===== config.mk =====
export PLATFORM = sky130hd
export DESIGN_NAME = bcd_down_timer
export DESIGN_NICKNAME = d
export VERILOG_FILES = /design/src/rtl/bcd_down_timer.sv
export SDC_FILE = /design/constraint.sdc
export NUM_CORES = 1
export LEC_CHECK = 0
export BUFFER_PORTS_ARGS = -buffer_cell sky130_fd_sc_hd__buf_2
export CAP_MARGIN = 20
export CORE_MARGIN = 1.5
export CORE_UTILIZATION = 51
export CTS_CLUSTER_SIZE = 20
export DETAILED_ROUTE_END_ITERATION = 10
export PLACE_DENSITY = 0.88
export SYNTH_ARGS = -nofsm -noshare
export SYNTH_HDL_FRONTEND = slang
export SYNTH_SLANG_ARGS = --single-unit

===== constraint.sdc =====
create_clock -name Clk -period 3.53 [get_ports Clk]
set_input_delay 0.5295 -clock Clk [delete_from_list [all_inputs] [get_ports Clk]]
set_output_delay 0.5295 -clock Clk [all_outputs]
set_load 0.01 [all_outputs]

===== src/rtl/bcd_down_timer.sv =====
// Two-digit BCD countdown timer: loads a preset, counts down to 00 one step per TICK_DIV clocks, pulses Done on expiry.
// Latency: all outputs registered; first decrement TICK_DIV edges after Start is sampled in IDLE.
// Backpressure: none; Pause suspends counting (HOLD keeps the partial prescaler interval), Start resumes.
//
// Ports:
//   Clk      clock, rising edge
//   rst      synchronous active-high reset
//   Load     load LoadVal (digits clamped to 9) and force IDLE; overrides Start/Pause
//   LoadVal  preset, [7:4] tens BCD, [3:0] ones BCD
//   Start    begin/resume counting (level)
//   Pause    suspend counting (level)
//   CNT      current count, always valid BCD
//   Run      high while counting
//   Done     one-cycle pulse when RUN reaches 00
module bcd_down_timer #(
    parameter int TICK_DIV = 1
) (
    input  logic       Clk,
    input  logic       rst,
    input  logic       Load,
    input  logic [7:0] LoadVal,
    input  logic       Start,
    input  logic       Pause,
    output logic [7:0] CNT,
    output logic       Run,
    output logic       Done
);

    // Prescaler wide enough to hold TICK_DIV, never narrower than one bit.
    localparam int PW = ($clog2(TICK_DIV + 1) < 1) ? 1 : $clog2(TICK_DIV + 1);
    localparam logic [PW-1:0] PS_LAST = PW'(TICK_DIV - 1);

    typedef enum logic [1:0] {
        S_IDLE = 2'd0,
        S_RUN  = 2'd1,
        S_HOLD = 2'd2
    } state_t;

    state_t          state_q;
    logic [PW-1:0]   presc_q;
    logic [7:0]      cnt_q;
    logic            run_q;
    logic            done_q;

    logic [7:0]      load_d;
    logic [7:0]      dec_d;
    logic            tick_d;

    always_comb begin
        load_d = LoadVal;
        if (LoadVal[7:4] > 4'd9) load_d[7:4] = 4'd9;
        if (LoadVal[3:0] > 4'd9) load_d[3:0] = 4'd9;

        // BCD decrement with borrow from tens; never called at 00 (RUN leaves at expiry).
        if (cnt_q[3:0] != 4'd0) begin
            dec_d = {cnt_q[7:4], cnt_q[3:0] - 4'd1};
        end else begin
            dec_d = {cnt_q[7:4] - 4'd1, 4'd9};
        end

        tick_d = (presc_q == PS_LAST);
    end

    always_ff @(posedge Clk) begin
        if (rst) begin
            state_q <= S_IDLE;
            presc_q <= '0;
            cnt_q   <= 8'h00;
            run_q   <= 1'b0;
            done_q  <= 1'b0;
        end else if (Load) begin
            state_q <= S_IDLE;
            presc_q <= '0;
            cnt_q   <= load_d;
            run_q   <= 1'b0;
            done_q  <= 1'b0;
        end else begin
            done_q <= 1'b0;
            case (state_q)
                S_IDLE: begin
                    // An expired/empty count cannot be started.
                    if (Start && (cnt_q != 8'h00)) begin
                        state_q <= S_RUN;
                        run_q   <= 1'b1;
                        presc_q <= '0;
                    end
                end
                S_RUN: begin
                    // Pause beats a coincident tick: no decrement, prescaler frozen.
                    if (Pause) begin
                        state_q <= S_HOLD;
                        run_q   <= 1'b0;
                    end else if (tick_d) begin
                        presc_q <= '0;
                        cnt_q   <= dec_d;
                        if (dec_d == 8'h00) begin
                            state_q <= S_IDLE;
                            run_q   <= 1'b0;
                            done_q  <= 1'b1;
                        end
                    end else begin
                        presc_q <= presc_q + 1'b1;
                    end
                end
                S_HOLD: begin
                    // Resume keeps the partial interval in the prescaler.
                    if (Start) begin
                        state_q <= S_RUN;
                        run_q   <= 1'b1;
                    end
                end
                default: begin
                    state_q <= S_IDLE;
                    run_q   <= 1'b0;
                end
            endcase
        end
    end

    assign CNT  = cnt_q;
    assign Run  = run_q;
    assign Done = done_q;

endmodule

# --- Word-level counts from Yosys, hierarchy flattened ---
# Cells that the tools add are included.
word_totals:
  ff_bits: 13
  in_bits: 13
classes:
  n_addsub: 3
  n_lt_le_gt_ge: 2
  mux: 24
  n_reduce_logical: 12
  n_eq_ne: 9
  bitwise: 1
ops:
  columns: ["cell", "n"]
  rows:
  - ["8-bit 2-to-1 mux", 5]
  - ["2-bit 2-to-1 mux", 5]
  - ["2-bit inequality test, second input constant", 5]
  - ["1-bit 2-to-1 mux", 9]
  - ["4-bit > comparator, second input constant", 2]
  - ["8-bit zero test", 1]
  - ["4-bit 2-to-1 mux", 2]
  - ["8-bit nonzero test", 1]
  - ["4-bit by 1-bit subtractor with 4-bit output, second input constant", 2]
  - ["3-bit inequality test, second input constant", 2]
  - ["2-bit case mux with 3 select lines", 1]
  - ["3-bit AND reduction", 2]
  - ["5-bit OR reduction", 1]
  - ["4-bit AND reduction", 1]
  - ["2-bit nonzero test", 2]
  - ["4-bit nonzero test", 1]
  - ["1-bit case mux with 3 select lines", 1]
  - ["2-bit by 1-bit equality test with 1-bit output, second input constant", 1]
  - ["2-bit equality test, second input constant", 1]
  - ["2-bit zero test", 1]
  - ["1-bit case mux with 2 select lines", 1]
  - ["2-bit OR reduction", 1]
  - ["1-bit adder, second input constant", 1]
  - ["1-bit logical AND", 1]
  - ["1-bit inverter", 1]

# --- Longest topological paths before layout ---
depth:
  word_depth: 7
  ltp_mapped: 6

# --- Least setup slack after synthesis ---
# Ideal clock, no wire load.
synth_path:
  path_type: "input to register"
  start: "input Pause"
  end: "register cnt_q[1] (netlist: CNT[1])"
  path_stages: 5
  arrival_time_ps: 1729
  slack_ps: 1734
  t_required_ps: 3463
  path_cell_list: "or3b_1 > buf_2 > or4_1 > a21o_1 > a21oi_2"
synth_via:
  elab_chain_cells: 2
synth_rtl:
  columns: ["element", "line_no", "source"]
  rows:
  - ["from (decl)", "23", "input logic Pause,"]
  - ["2-bit inequality test (no source line)", null, null]
  - ["3-bit AND reduction (no source line)", null, null]
  - ["to (signal assigned)", "74", "cnt_q <= load_d;"]
  - ["to (decl)", "41", "logic [7:0] cnt_q;"]
# Every way passes these cells.
# A chain may end at the register's enable or synchronous reset.

# --- Final worst setup path ---
layout_path:
  start: "register state_q[0]"
  end: "register cnt_q[1] (netlist: CNT[1])"
layout_via:
  elab_chain_cells: 3
layout_rtl:
  columns: ["element", "line_no", "source"]
  rows:
  - ["from (decl)", "39", "state_t state_q;"]
  - ["from (signal assigned)", "66", "state_q <= S_IDLE;"]
  - ["from (signal assigned)", "72", "state_q <= S_IDLE;"]
  - ["from (signal assigned)", "83", "state_q <= S_RUN;"]
  - ["2-bit by 1-bit equality test with 1-bit output", "79", "case (state_q)"]
  - ["2-bit nonzero test (no source line)", null, null]
  - ["3-bit AND reduction (no source line)", null, null]
# Every way passes these cells.

==> summary.txt <==
syn nets - 101
number of flops mapped to enable cells by yosys - 0
top_reg_cell synth - dfxtp_1
Data required, critical path - 3.75 ns
filler instances - 108
vias in the first global route - 612
TritonCTS clock tree - built
Buffers on Ports - 22
Synth area leader - dfxtp_1
final WL - 1570 um
Initial Util - 0.543
initial antenna violation count - 0
row cnt - 13
Synth Instances - 86
Hold Path Class - reg -> reg
CTS Root Cell - clkbuf_4
most common cell in the netlist - dfxtp_1
Post-layout nets - 123
part of the Yosys area used for sequential elements - 0.344
Antenna Cells - 0
Setup TNS Final - 0 ns
Yosys top cell area share - 0.344
total I/O pin count - 23
Rel. slew slack - 0.586
Post-DP HPWL - 1160 um
synthesized area - 698 sq um
GR peak layer - met2
kind of critical path - reg -> reg
Core Area - 1280 sq um
fmax - 572 MHz
Worst Setup End Kind - flop
Post-CTS Resized - 0
# setup viols final - 0
hold_ws - 0.476 ns
register bit total from synthesis - 12
Max-cap violations - 0
Die Area - 1600 sq um
Skew-Pair Late Insertion Delay - 0.28 ns
cts hold-fix bufs - 0
H-tree depth - 1
GPL Wtd Cong - 0.801
Worst-path clk slew - 0.08 ns
yosys warns - 0
count of non-filler cells in the finished layout - 122
GRT overflow - 0
clock sink total - 12
grt met3 use - 0.0333
Pre-antenna DRT Iters - 4
DP Worst Slack - 1.55 ns
global-route wire length before repair - 2420 um
Power Dens Cells - 393 nW/um^2
DRT antenna net count - 0
Final Max Tran Viols - 0
CTS Buffer Depth - 2
RSZ-0062 raised after global routing - no
min cycle time layout - 1.75 ns
number of buffers created by CTS - 3
run status - finished, final reports clean
DRC - 0
Placed Cells - 118
min setup slack post-route - 1.78 ns
die width - 40 um
Layout Skew - 0.00432 ns
# Post-CTS Setup Buffers - 0
drt wl/cell - 12.8 um
grt met2 use - 0.415
crit path DAT - 1.96 ns
area growth from synthesis to layout - 20.6%
Final Cycle Share - 0.495
CP startpoint kind - flop
Die Y - 40 um
Iter 0 DRT Violations - 26
Final Hold Viols - 0
top post-synthesis cells by area - dfxtp_1 34%, a21oi_1 5.0%, nand2_1 4.3%
share of synthesized registers carrying an async set or reset - 0
Synth cell types - 33
Leak - 0.352 nW
via count - 692
peak supply drop - 0.264 mV
Mapped Avg Cell Area - 8.12 sq um
Global Route met1 Usage - 0.252
Max FO, Critical Path - 8
via/cell ratio - 5.67
layout cells sized above 1 - 0.280
Least-Margin Pin Slew - 0.616 ns
largest net degree at the start of global routing - 18
commonest cells in the netlist - 12 x dfxtp_1, 8 x nand2_1, 7 x a21oi_1
Total GRT Usage - 0.226
[registers in the layout, summed over array words and instances (netlist names)]
| name | cells |
|---|---|
| CNT | 8 |
| Done | 1 |
| Run | 1 |
| state_q | 2 |
[logic make-up after synthesis]
| kind of cell | Yosys count | synth area share |
|---|---|---|
| compound gates | 26 | 0.242 |
| xor+xnor | 3 | 0.0376 |
| simple gates | 33 | 0.274 |
| buf+inv | 9 | 0.0520 |
| fa+ha+maj | 2 | 0.0358 |
| mux | 1 | 0.0143 |
| flops | 12 | 0.344 |
[metal layers]
| metal | vias to the layer above | wire (um) |
|---|---|---|
| met5 | - | 0 |
| met4 | 0 | 23 |
| met3 | 4 | 71 |
| met2 | 27 | 749 |
| met1 | 306 | 723 |
| li1 | 355 | - |
[layout make-up]
cell class	count	area, sq um	area share
multi-input combinational	65	422	0.501
sequential	12	240	0.285
timing repair buffer	22	110	0.131
clock buffer	4	36.3	0.0431
tap	15	18.8	0.0223
inverter	4	15.0	0.0178
[worst paths after layout]
kind | from | slack [ns] | cells past startpoint | endpoint
max | state_q[0] | 1.78 | 4 | CNT[1]
min | Run | 0.48 | 2 | Run
max reg2reg | state_q[0] | 1.78 | 4 | CNT[1]
min reg2reg | Run | 0.48 | 2 | Run
[metrics by stage]
step	power [W]	util	cell area, sq um
2_1_floorplan	0.000199	-	698
3_3_place_gp	0.000218	0.627	806
3_5_place_dp	0.000221	0.627	806
4_1_cts	0.000331	0.655	842
5_1_grt	0.000344	0.655	842
6_report	0.000331	0.655	842
[worst max-delay path, stage by stage, from the launching register on]
cell	delay [ns]
dfxtp_1	0.39
or3b_1	0.50
or4_1	0.52
a21o_1	0.18
a21oi_2	0.10
[power breakdown]
part           switching [W]  internal, W
Sequential         0.0000115     0.000143
Combinational      0.0000340    0.0000304
Clock              0.0000495    0.0000627
[layout by cell type (no fill, tap or decap), types with 3 or more instances in the layout]
cell type / count
buf_2: 22
dfxtp_1: 12
nand2_1: 8
a21oi_1: 7
nor2_1: 5
o21ai_0: 5
inv_1: 4
nor3_1: 3
nand3_1: 3
xnor2_1: 3
o21a_1: 3
nand3b_1: 3
clkbuf_4: 3
(Power assumes the default switching activity.)
